### config.mk
export PLATFORM = sky130hd
export DESIGN_NAME = ysyx22041405_ifu
export DESIGN_NICKNAME = d
export VERILOG_FILES = /design/src/rtl/ysyx22041405_pkg.sv /design/src/rtl/ysyx22041405_ifu.sv
export SDC_FILE = /design/constraint.sdc
export NUM_CORES = 1
export LEC_CHECK = 0
export BUFFER_PORTS_ARGS = -buffer_cell sky130_fd_sc_hd__clkbuf_2
export CAP_MARGIN = 10
export CORE_MARGIN = 2
export CORE_UTILIZATION = 55
export CTS_BUF_LIST = sky130_fd_sc_hd__clkbuf_4
export DETAILED_ROUTE_END_ITERATION = 7
export GPL_TIMING_DRIVEN = 1
export HOLD_SLACK_MARGIN = 0.15
export PLACE_DENSITY = 0.95
export SYNTH_ARGS = -nofsm -noshare
export SYNTH_HDL_FRONTEND = slang
export SYNTH_SLANG_ARGS = --single-unit
### constraint.sdc
create_clock -name clk -period 5.8 [get_ports clk]
set_input_delay 0 -clock clk [delete_from_list [all_inputs] [get_ports clk]]
set_output_delay 0 -clock clk [all_outputs]
set_load 0.03 [all_outputs]
### src/rtl/ysyx22041405_pkg.sv
// Shared IFU definitions: fetch FSM state encoding and architectural constants.
package ysyx22041405_pkg;

   localparam int unsigned XLEN         = 32;
   localparam logic [31:0] IFU_RESET_PC = 32'h8000_0000;
   localparam logic [31:0] NOP_INST     = 32'h0000_0013;

   typedef enum logic [1:0] {
      S_IDLE = 2'd0,
      S_REQ  = 2'd1,
      S_WAIT = 2'd2,
      S_OUT  = 2'd3
   } ifu_state_e;

endpackage

### src/rtl/ysyx22041405_ifu.sv
// Instruction fetch unit: one outstanding memory read at a time, with redirect
// handling that discards in-flight or held instructions from the wrong path.
module ysyx22041405_ifu
   import ysyx22041405_pkg::*;
#(
   parameter int unsigned     WIDTH    = XLEN,
   parameter logic [WIDTH-1:0] RESET_PC = WIDTH'(IFU_RESET_PC)
) (
   input  logic             clk,
   input  logic             rst,
   output logic             req_valid,
   output logic [WIDTH-1:0] req_addr,
   input  logic             req_ready,
   input  logic             resp_valid,
   input  logic [WIDTH-1:0] resp_data,
   output logic             inst_valid,
   output logic [WIDTH-1:0] inst,
   output logic [WIDTH-1:0] pc,
   input  logic             inst_ready,
   input  logic             redirect_valid,
   input  logic [WIDTH-1:0] redirect_pc
);

   ifu_state_e       state_q, state_d;
   logic [WIDTH-1:0] fetch_pc_q, fetch_pc_d;
   logic [WIDTH-1:0] inst_q, inst_d;
   logic [WIDTH-1:0] pc_q, pc_d;
   logic             drop_q, drop_d;
   logic             req_valid_q, req_valid_d;
   logic             inst_valid_q, inst_valid_d;
   logic             req_fire;
   logic             out_fire;

   assign req_fire = req_valid_q && req_ready;
   assign out_fire = inst_valid_q && inst_ready;

   always_ff @(posedge clk or posedge rst) begin
      if (rst) state_q <= S_IDLE;
      else     state_q <= state_d;
   end

   always_comb begin
      state_d = state_q;
      case (state_q)
         S_IDLE: state_d = S_REQ;
         S_REQ:  if (req_fire) state_d = S_WAIT;
         // A dropped or redirected response is thrown away and fetching restarts.
         S_WAIT: if (resp_valid) state_d = (drop_q || redirect_valid) ? S_REQ : S_OUT;
         S_OUT:  if (redirect_valid || out_fire) state_d = S_REQ;
         default: state_d = S_IDLE;
      endcase
   end

   always_comb begin
      fetch_pc_d   = fetch_pc_q;
      inst_d       = inst_q;
      pc_d         = pc_q;
      drop_d       = drop_q;
      req_valid_d  = (state_d == S_REQ);
      inst_valid_d = (state_d == S_OUT);
      case (state_q)
         S_REQ: if (req_fire && redirect_valid) drop_d = 1'b1;
         S_WAIT: begin
            if (resp_valid) begin
               drop_d = 1'b0;
               if (!drop_q && !redirect_valid) begin
                  inst_d = resp_data;
                  pc_d   = fetch_pc_q;
               end
            end else if (redirect_valid) begin
               drop_d = 1'b1;
            end
         end
         S_OUT: if (out_fire) fetch_pc_d = pc_q + WIDTH'(4);
         default: ;
      endcase
      // Redirect wins over sequential advance in every state.
      if (redirect_valid) fetch_pc_d = {redirect_pc[WIDTH-1:2], 2'b00};
   end

   always_ff @(posedge clk or posedge rst) begin
      if (rst) begin
         fetch_pc_q   <= RESET_PC;
         inst_q       <= WIDTH'(NOP_INST);
         pc_q         <= RESET_PC;
         drop_q       <= 1'b0;
         req_valid_q  <= 1'b0;
         inst_valid_q <= 1'b0;
      end else begin
         fetch_pc_q   <= fetch_pc_d;
         inst_q       <= inst_d;
         pc_q         <= pc_d;
         drop_q       <= drop_d;
         req_valid_q  <= req_valid_d;
         inst_valid_q <= inst_valid_d;
      end
   end

   assign req_valid  = req_valid_q;
   assign req_addr   = fetch_pc_q;
   assign inst_valid = inst_valid_q;
   assign inst       = inst_q;
   assign pc         = pc_q;

endmodule
Yosys cells after proc, flatten, opt, wreduce, memory -nomap -nowiden. Index checks and enable logic that the tools add are counted.

Output and inout bits: 98. Input port bits: 70. Word-level logic and storage cells: 42. Register bits: 101.

Reduce and logical (&&, ||, !) cells: 15. Mux-type cells: 12. Add/subtract/negate cells: 1. Eq/ne operators: 7.

Operators with widths (number): $mux W32 (3); $add A32 B3 Y32 const B (1); $mux W2 (4); $pmux W2 S4 (1); $eq A2 B2 Y1 const B (3); $reduce_and A3 Y1 (2); $reduce_bool A2 Y1 (3); $eq A2 B1 Y1 const B (2); $logic_and A1 B1 Y1 (4); $mux W1 (3); $ne A3 B3 Y1 const B (1); $logic_not A1 Y1 (2); $logic_not A2 Y1 (1); $logic_or A1 B1 Y1 (2); $ne A2 B2 Y1 const B (1); $pmux W1 S2 (1); $reduce_and A2 Y1 (1).

Logic depth before layout (Yosys ltp).
Depth in word-level cells: 5. Depth in mapped cells: 6. Depth with buffers taken out: 6.

Least setup slack after synthesis. No wires, ideal clock.

Path type: register to register. From: register pc_q[11] (netlist: pc[11]). To: register fetch_pc_q[29] (netlist: req_addr[29]). Library setup time: 0.076 ns. Period minus slack after synthesis: 1.870 ns. Data arrival time: 1.794 ns. Stages on the path, launching flop included: 7. Buffers on the path: 1. Data required time: 5.724 ns. Setup slack: 3.930 ns. Cell sequence: dfrtp_1 -> nand3_1 -> and4bb_1 -> buf_6 -> or3b_1 -> xor2_1 -> o21ai_1.

Cells in the longest elaborated chain, start to end: 4.

Ends and longest elaborated chain: from (decl) (line ysyx22041405_ifu.sv:27) `logic [WIDTH-1:0] pc_q, pc_d;`; from (signal assigned) (line ysyx22041405_ifu.sv:92) `pc_q <= pc_d;`; $add A32 B3 Y32 (line ysyx22041405_ifu.sv:74) `S_OUT: if (out_fire) fetch_pc_d = pc_q + WIDTH'(4);`; $mux W32 (line ysyx22041405_ifu.sv:74); $mux W32 (line ysyx22041405_ifu.sv:61) `case (state_q)`; $mux W32 (line ysyx22041405_ifu.sv:78) `if (redirect_valid) fetch_pc_d = {redirect_pc[WIDTH-1:2], 2'b00};`; to (signal assigned) (line ysyx22041405_ifu.sv:90) `fetch_pc_q <= fetch_pc_d;`; to (decl) (line ysyx22041405_ifu.sv:25) `logic [WIDTH-1:0] fetch_pc_q, fetch_pc_d;`.

Every way passes these cells. The select of a mux whose other input is x is not followed. A chain may end at the register's enable or synchronous reset.

Worst setup path in the final report.
From: register state_q[1]. To: register inst_q[9] (netlist: inst[9]).

Cells in the longest elaborated chain, start to end: 2.

Ends and longest elaborated chain: from (decl) (line ysyx22041405_ifu.sv:24) `ifu_state_e state_q, state_d;`; from (signal assigned) (line ysyx22041405_ifu.sv:39) `else state_q <= state_d;`; $eq A2 B2 Y1 (line ysyx22041405_ifu.sv:61); $reduce_and A3 Y1 (no source line); to (signal assigned) (line ysyx22041405_ifu.sv:84) `inst_q <= WIDTH'(NOP_INST);`; to (signal assigned) (line ysyx22041405_ifu.sv:91) `inst_q <= inst_d;`; to (decl) (line ysyx22041405_ifu.sv:26) `logic [WIDTH-1:0] inst_q, inst_d;`.

Every way passes these cells.

==> flow_metrics.tcl <==
set metrics [dict create \
    nFillCells 477 \
    synth_area_leaders "dfrtp_1, mux2_2, a22oi_1" \
    antennaDiodeCount 0 \
    max_stage_delay_ps 800 \
    timing.final.setup_violations 0 \
    synth_top_cell_by_area "dfrtp_1" \
    die_w_um 94.0 \
    cts_tree "done" \
    switching_share_pct 45.2 \
    dr.pass1.iters 4 \
    ys_async_sr_fraction_pct 100 \
    cts_max_level 3 \
    wirelength_um 13500 \
    vdd_ir_drop_max_v 0.000288 \
    root_buffer "clkbuf_4" \
    fin_nets 651 \
    row_count 32 \
    io_pins 168 \
    crit_chain "nor2b_1 -> nand3_4 -> mux2_2" \
    initial_core_util_pct 57.3 \
    clock_latency_ps 440 \
    p_switching_mw 1.14 \
    antenna_found_initial 0 \
    clk_pin_slew_ps 180 \
    drv_cap 0 \
    dpl.hpwl_um 8160 \
    ys.warnings.count 0 \
    die-area_um2 8830 \
    pwr-share-comb_pct 41.2 \
    worst_clock_skew_ps 25.4 \
    synth_top_area_share_pct 53.9 \
    place.gp.congestion 0.815 \
    synth.distinct_cells 33 \
    critPathMaxFanout 64 \
    startpoint_type "flop" \
    numPortBuffers 165 \
    arrival_ps 2770 \
    grtUsageTotal_pct 31.1 \
    clock-sinks 101 \
    rsz0062_at_grt "no" \
    worst_slew_pin_slew_ps 993 \
    finalCritPeriodShare_pct 42.0 \
    fin_util_pct 79.2 \
    cts_setup_buffers 0 \
    final_hold_viol_count 0 \
    grt-ovfl-total 0 \
    grt_pass1_wl_um 20700 \
    initialDrtViolationCount 175 \
    synth_fp_nets 425 \
    max_freq_mhz 411 \
    total_power_mw 2.53 \
    cp-end-kind "flop" \
    status "finished clean" \
    slew-limit-headroom_pct 33.6 \
    vias 3905 \
    die_h_um 94.0 \
    seqPwrFrac_pct 44.9 \
    syn_inst 354 \
    path_class "flop to flop" \
    grt_pass1_vias 4086 \
    route.detailed.drc 0 \
    ant_nets 0 \
    layout-drive-gt1-share_pct 44.3 \
    avgSynthCellArea_um2 12.6 \
    syn_area_um2 4450 \
    crit_required_ps 6140 \
    grt_max_degree 65 \
    finalCriticalPeriod_ps 2430 \
    synth_edf_count 0 \
    slew_viol_final 0 \
    vias_per_cell 5.68 \
    intPower_mw 1.39 \
    synth-seq-area-share_pct 56.9 \
    hold_path.class "primary input to asynchronous set/reset pin" \
    yosys_most_used_dff "dfrtp_1" \
    cpMaxStageDelayCell "nand3_4" \
    cts_buffers 9 \
    wire_per_inst_um 19.6 \
    synth.most_common_cell "dfrtp_1" \
    ctsHoldBuffers 67 \
    powerDensity_nw_per_um2 411 \
    ys_seq_elements 101 \
    p_leak_nw 3.08 \
    fin_setup_tns_ps 0 \
    cts.path.max_buffers 2 \
    power.share.clock_pct 13.9 \
    cp_top_family "simple AND/OR/NAND/NOR gates" \
    core_area_um2 7770 \
    worst-path-buf-inv 0 \
    cts_resized 0 \
    syn_to_final_growth_pct 38.1 \
    netlist_top_cells_count "dfrtp_1, mux2_2, a22oi_1" \
]
## layer usage
metal  GRT usage [%]  vias to the layer above  wire length, um
li1                -                     1743                -
met1            36.2                     1957             5020
met2            56.6                      168             7470
met3            4.90                       37              587
met4            13.0                        0              391
met5               0                        -                0
## tightest hold or removal path: stages
cell	delay [ps]
dlygate4sd3_1	530
clkbuf_2	120
inv_4	450
## placed cells by master, fill, tap and decap left out, types with 2 or more instances in the layout
master / Yosys / routed
and4_1: 3 / 3
clkinvlp_4: 0 / 2
a221o_1: 3 / 3
inv_1: 5 / 4
buf_4: 0 / 2
dlygate4sd3_1: 0 / 67
o21ai_1: 4 / 4
o21ai_0: 23 / 23
and3_1: 11 / 11
nand3_1: 14 / 13
clkbuf_4: 0 / 9
mux2_2: 64 / 64
nand2_1: 10 / 10
nor2_1: 8 / 8
and3_2: 2 / 2
xor2_1: 21 / 21
clkbuf_2: 0 / 165
and2_1: 4 / 4
a22o_1: 2 / 2
inv_8: 0 / 2
dfrtp_1: 96 / 96
dfstp_2: 5 / 5
a21oi_1: 6 / 5
nand4_1: 11 / 11
xnor2_1: 7 / 7
a22oi_1: 26 / 26
## kinds of logic after synthesis
logic type / Yosys count / synth area share, %
flip-flops: 101 / 56.9
buffers and inverters: 24 / 2.36
XOR/XNOR: 28 / 5.51
AO/OA/AOI/OAI: 64 / 9.16
multiplexers: 65 / 16.4
adder cells (fa/ha/maj): 1 / 0.281
AND/OR/NAND/NOR: 71 / 9.39
## power groups by stage
| stage | Combinational (mW) | Clock [mW] | Sequential (mW) |
|---|---|---|---|
| after floorplan | 0.277 | 0 | 1.49 |
| after global placement | 0.948 | 0 | 1.10 |
| after detailed placement | 0.979 | 0 | 1.13 |
| after CTS | 1.02 | 0.350 | 1.11 |
| after global routing | 1.10 | 0.380 | 1.16 |
| final | 1.04 | 0.350 | 1.14 |
## metrics by stage
step / setup slack [ps] / std cells / hold slack (ps) / cell area [um2]
detailed placement: 3310 / 604 / 115 / 5350
CTS: 3420 / 687 / 172 / 6150
global placement: 3480 / 604 / 99.5 / 5350
finish: 3370 / 687 / 161 / 6150
global route: 3250 / 687 / 194 / 6150
floorplan: 3160 / 354 / 151 / 4450
## layout make-up
| cell class | count | area (um2) | share of cell area (%) |
|---|---|---|---|
| clock buffers | 9 | 67.6 | 1.10 |
| clock inverters | 7 | 58.8 | 0.956 |
| inverters | 5 | 21.3 | 0.346 |
| multi-input cells | 229 | 1830 | 29.8 |
| flip-flops and latches | 101 | 2530 | 41.2 |
| well taps | 102 | 128 | 2.07 |
| repair buffers | 234 | 1510 | 24.6 |
## worst paths after layout
check                              from       end  slack [ps]  depth (start not counted)
setup reg to reg             state_q[1]   inst[9]        3370                          3
hold / removal                      rst  inst[24]         160                          3
min in group clk           resp_data[6]   inst[6]         330                          3
max in group asynchronous           rst    pc[24]        4560                          4
hold reg to reg                inst[13]  inst[13]         530                          1
setup / recovery             state_q[1]   inst[9]        3370                          3
## registers in the layout (all words and copies together), names as in the netlist
register    flops
req_addr       32
req_valid       1
inst           32
drop_q          1
state_q         2
inst_valid      1
pc             32
(Power assumes the default switching activity.)
